==> src/rtl/life_sequencer.sv <==
// Game-of-Life generation sequencer: owns the grid register, commits next_grid at a timed rate or per step, halts on extinction/still life/limit.
// Commit lands eff_period cycles after entering RUN, or one cycle after step; no backpressure, all outputs registered.
module life_sequencer #(
    parameter int GRID_W = 256,
    parameter int DIV_W  = 24,
    parameter int GEN_W  = 16
) (
    input  logic              clk,
    input  logic              reset,
    input  logic [GRID_W-1:0] seed,
    input  logic              load,
    input  logic              run,
    input  logic              step,
    input  logic [DIV_W-1:0]  period,
    input  logic [GEN_W-1:0]  max_gens,
    input  logic [GRID_W-1:0] next_grid,
    output logic [GRID_W-1:0] grid,
    output logic [GEN_W-1:0]  gen_count,
    output logic              busy,
    output logic              halted,
    output logic [1:0]        halt_cause,
    output logic              update
);

    typedef enum logic [1:0] {
        ST_IDLE = 2'd0,
        ST_RUN  = 2'd1,
        ST_STEP = 2'd2,
        ST_HALT = 2'd3
    } state_t;

    state_t             state_q, state_d;
    logic [GRID_W-1:0]  grid_q, grid_d;
    logic [GEN_W-1:0]   gen_q, gen_d;
    logic [DIV_W-1:0]   timer_q, timer_d;
    logic [1:0]         cause_q, cause_d;
    logic               update_q, update_d;

    logic [DIV_W-1:0]   period_m1;
    logic [GEN_W-1:0]   gen_inc;
    logic               do_commit;

    // A zero period behaves as one clock per generation.
    assign period_m1 = (period == '0) ? '0 : period - DIV_W'(1);
    assign gen_inc   = gen_q + GEN_W'(1);

    always_comb begin
        state_d   = state_q;
        grid_d    = grid_q;
        gen_d     = gen_q;
        timer_d   = timer_q;
        cause_d   = cause_q;
        update_d  = 1'b0;
        do_commit = 1'b0;

        if (load) begin
            grid_d  = seed;
            gen_d   = '0;
            timer_d = '0;
            cause_d = 2'b00;
            state_d = ST_IDLE;
        end else begin
            case (state_q)
                ST_IDLE: begin
                    if (run) begin
                        state_d = ST_RUN;
                        timer_d = '0;
                    end else if (step) begin
                        state_d = ST_STEP;
                    end
                end
                ST_RUN: begin
                    if (!run) begin
                        state_d = ST_IDLE;
                        timer_d = '0;
                    end else if (timer_q >= period_m1) begin
                        do_commit = 1'b1;
                        timer_d   = '0;
                    end else begin
                        timer_d = timer_q + DIV_W'(1);
                    end
                end
                ST_STEP: begin
                    do_commit = 1'b1;
                    state_d   = ST_IDLE;
                end
                default: ;
            endcase

            if (do_commit) begin
                grid_d   = next_grid;
                gen_d    = (&gen_q) ? gen_q : gen_inc;
                update_d = 1'b1;
                // Halt priority: extinct, then still life, then limit.
                if (next_grid == '0) begin
                    cause_d = 2'b01;
                    state_d = ST_HALT;
                end else if (next_grid == grid_q) begin
                    cause_d = 2'b10;
                    state_d = ST_HALT;
                end else if ((max_gens != '0) && (gen_inc == max_gens)) begin
                    cause_d = 2'b11;
                    state_d = ST_HALT;
                end
            end
        end
    end

    always_ff @(posedge clk) begin
        if (reset) begin
            state_q  <= ST_IDLE;
            grid_q   <= '0;
            gen_q    <= '0;
            timer_q  <= '0;
            cause_q  <= 2'b00;
            update_q <= 1'b0;
        end else begin
            state_q  <= state_d;
            grid_q   <= grid_d;
            gen_q    <= gen_d;
            timer_q  <= timer_d;
            cause_q  <= cause_d;
            update_q <= update_d;
        end
    end

    assign grid       = grid_q;
    assign gen_count  = gen_q;
    assign busy       = (state_q == ST_RUN);
    assign halted     = (state_q == ST_HALT);
    assign halt_cause = cause_q;
    assign update     = update_q;

endmodule

==> config.mk <==
export PLATFORM = sky130hd
export DESIGN_NAME = life_sequencer
export DESIGN_NICKNAME = d
export VERILOG_FILES = /design/src/rtl/life_sequencer.sv
export SDC_FILE = /design/constraint.sdc
export NUM_CORES = 1
export LEC_CHECK = 0
export CAP_MARGIN = 30
export CORE_AREA = 5 5 319 321
export CTS_BUF_LIST = sky130_fd_sc_hd__clkbuf_16
export DETAILED_ROUTE_END_ITERATION = 16
export DIE_AREA = 0 0 324 326
export PLACE_DENSITY = 0.52
export SKIP_CTS_REPAIR_TIMING = 1
export SYNTH_ARGS = -nofsm -noshare
export SYNTH_HDL_FRONTEND = slang
export SYNTH_SLANG_ARGS = --single-unit
==> constraint.sdc <==
create_clock -name clk -period 5.6 [get_ports clk]
set_input_delay 1.12 -clock clk [delete_from_list [all_inputs] [get_ports clk]]
set_output_delay 1.12 -clock clk [all_outputs]
set_load 0.005 [all_outputs]
==> flow_summary.toml <==
[logic_synthesis]
ys_types = 56
syn_nets = 2947
synth-async-reset-ratio_pct = 0
syn_area_sq_um = 18300
syn_avg_cell_area_sq_um = 7.759
synth-seq-area-share_pct = 32.93
ys_warn_count = 0
ys_ff_latch = 301
synthCells = 2358
ys_dominant_reg_cell = "dfxtp_1"
synth-edff-count = 0

[sta]
worstMarginPinSlew_ns = 1.186
whs_ns = 0.4940
min_period_over_period_pct = 93.15
min_period_ns = 5.216
clock-skew-final_ns = 0.03726
max_freq_mhz = 191.7
setup_ws_ns = 0.3839
setup_viol = 0
slew_headroom_pct = 20.22
hold_viol = 0
grt_setup_unrepaired = "false"
slew_viol_final = 0

[global_route]
grt.overflow.total = 0
grt.total_usage_pct = 23.80
grt_pass1_wl_microns = 176600
grt_pass1_vias = 21500
grt_max_degree = 179
antenna_found_initial = 21

[power]
power.leakage_nw = 11.33
vdd_ir_drop_max_uv = 212.4
power_density_nw_per_um2 = 231.5

[worst_setup_path]
crit_path_start = "period[10]"
critPathMaxFanout = 30
cp-start-kind = "primary input"
r2r-start = "grid[147]"
cp_top_family = "simple AND/OR/NAND/NOR gates"
crit_slowest_cell = "or4_1"
cp.required_ns = 6.09
critical_path_arrival_ns = 5.71
crit_chain = "clkdlybuf4s50_1 -> or4_1 -> or4_1 -> nor2_1 -> nand2_1 -> nor3_1 -> a21oi_1 -> ha_1 -> nand4_1 -> nor4_2 -> nand2_1 -> o31ai_1 -> buf_4 -> a21o_4 -> buf_12 -> buf_12 -> a21oi_1 -> a221oi_1"
path_buf_inv = 4
crit_path_end_kind = "register"
crit_type = "primary input to register"
slowest_delay_ns = 0.57

[layout]
area_growth_syn_to_layout_pct = 63.95
fillers = 10630
nets = 3760
drive_gt1_share_pct = 5.340

[placement]
post-dp-hpwl_microns = 110500
pre_cts_ws_ns = -0.1978
port_buffers = 833
place_congestion = 0.9393

[floorplan]
core_area_sq_um = 98980
fp-row-count = 116
dieArea_sq_um = 105600
die_x_microns = 324
ioPinCount = 834
die-height_microns = 326
initial_utilization_pct = 18.48

[clock_tree]
cts_inserted_buffers = 42
cts.sinks = 301
root_buffer = "clkbuf_16"
clk_latency_ns = 0.61
htree_levels = 2
cts_max_path_buffers = 3
cts.reportedPaths.clkPinSlew_ns = 0.06
cts_tree = "built"

[route]
drt_wl_total_microns = 132700
dr.pass1.iters = 8
drtIter0Drc = 1728
vias = 22090
avgViaCountPerCell = 4.891
detail-route-antenna-nets = 0
wl_per_cell_microns = 29.39
drc = 0

[min_path]
hold_path_class = "register to register"
min_from = "grid[42]"

[outcome]
status = "complete, no violations"

[job]
cap_violations = 0
[cell families (layout without fill, tap and decap cells)]
kind of cell	count (synthesis)	after routing	share of synthesized area, %
AOI/OAI and AO/OA	618	618	23.03
xor gates and xnor gates	302	302	14.46
adders and majority gates	32	32	2.188
buffers and inverters	441	1285	9.499
DFF	301	301	32.93
muxes	7	7	0.3898
other	0	16	0
and+or+nand+nor	657	657	17.50
[area by class of cell]
cell class | instances | area, sq um | area share [%]
multi-input cells | 1616 | 10580 | 35.26
repair buffers | 934 | 9382 | 31.27
flip-flops and latches | 301 | 6026 | 20.09
well taps | 1298 | 1624 | 5.414
clock buffers | 43 | 1076 | 3.587
inverters | 276 | 1036 | 3.454
clock inverters | 32 | 237.7 | 0.7925
diodes | 16 | 40.04 | 0.1335
[worst min-delay path, cell delays in order (launching register included)]
cell and delay (ns):
dfxtp_1 0.32, nand2_1 0.06, a221oi_1 0.06
[cells in the final DEF, fill, tap and decap left out, drive strengths merged, types with 3 or more instances in the layout]
cell,netlist,final
nand4,94,94
and2,3,3
clkinv,0,20
xnor2,251,251
a311oi,5,5
bufinv,0,3
nand2,312,312
nor4,101,101
or4,13,13
and3,11,11
a221oi,255,255
mux2i,6,6
o31ai,14,14
clkbuf,121,43
diode,0,16
nor3,21,21
o21ai,14,14
or3,9,9
and4,4,4
a31oi,3,3
xor2,51,51
nor2,48,48
nand3,27,27
a22oi,3,3
a21o,6,6
nand2b,5,5
nor3b,3,3
dfxtp,301,301
ha,32,32
a21oi,294,294
buf,43,103
inv,276,284
a211oi,5,5
clkdlybuf4s50,0,831
o22ai,3,3
[routing by layer]
layer	vias to the layer above	global-route usage (%)	part of all wire, %
met1	10840	29.90	42
met5	-	0	0.022
li1	10100	-	-
met3	137	5.722	7.3
met2	1004	40.81	49
met4	6	6.213	2.6
[state kept, by name, summed over array words and instances (netlist names)]
| register | count |
|---|---|
| gen_count | 16 |
| grid | 256 |
| halt_cause | 2 |
| state_q | 2 |
| timer_q | 24 |
| update | 1 |
[worst paths after layout]
check | cells past startpoint | slack (ns) | to
hold reg to reg | 2 | 0.49 | grid[42]
setup / recovery | 18 | 0.38 | grid[90]
hold / removal | 2 | 0.49 | grid[42]
setup reg to reg | 9 | 2.39 | state_q[0]
[synth_stat cells, types with 4 or more instances]
cell type / count / area share, %
mux2i_1: 6 / 0.33
a221oi_1: 255 / 12
a311oi_1: 5 / 0.24
nor4_1: 100 / 3.4
inv_1: 276 / 5.7
a21oi_1: 294 / 8.0
nand4_1: 94 / 3.2
nand2_1: 312 / 6.4
buf_1: 13 / 0.27
and3_1: 10 / 0.34
dfxtp_1: 301 / 33
nor3_1: 21 / 0.57
nand3_1: 27 / 0.74
nor2_1: 48 / 0.98
xnor2_1: 251 / 12
o21ai_0: 14 / 0.38
a21o_1: 6 / 0.25
ha_1: 32 / 2.2
buf_6: 5 / 0.31
or4_1: 13 / 0.53
buf_2: 22 / 0.60
and4_1: 4 / 0.19
clkbuf_1: 121 / 2.5
o31ai_1: 13 / 0.53
or3_1: 8 / 0.27
a211oi_1: 5 / 0.21
nand2b_1: 5 / 0.17
xor2_1: 51 / 2.4
[through the flow]
step / setup TNS, ns / area [sq um] / util (%) / power [W] / std cells
global placement: -28.34 / 28610 / 28.91 / 0.004303 / 4422
global route: 0 / 29990 / 30.29 / 0.007209 / 4511
CTS: 0 / 29940 / 30.25 / 0.007048 / 4499
finish: 0 / 30000 / 30.31 / 0.006945 / 4516
detailed placement: -30.88 / 28630 / 28.92 / 0.004308 / 4424
floorplan: 0 / 18300 / - / 0.002976 / 2358
[report_power, final]
group | internal (W) | switching [W]
clock network | 0.00153 | 0.00118
logic | 0.000876 | 0.000940
registers | 0.00228 | 0.000151
No activity file was read; power rests on OpenSTA's default activity.
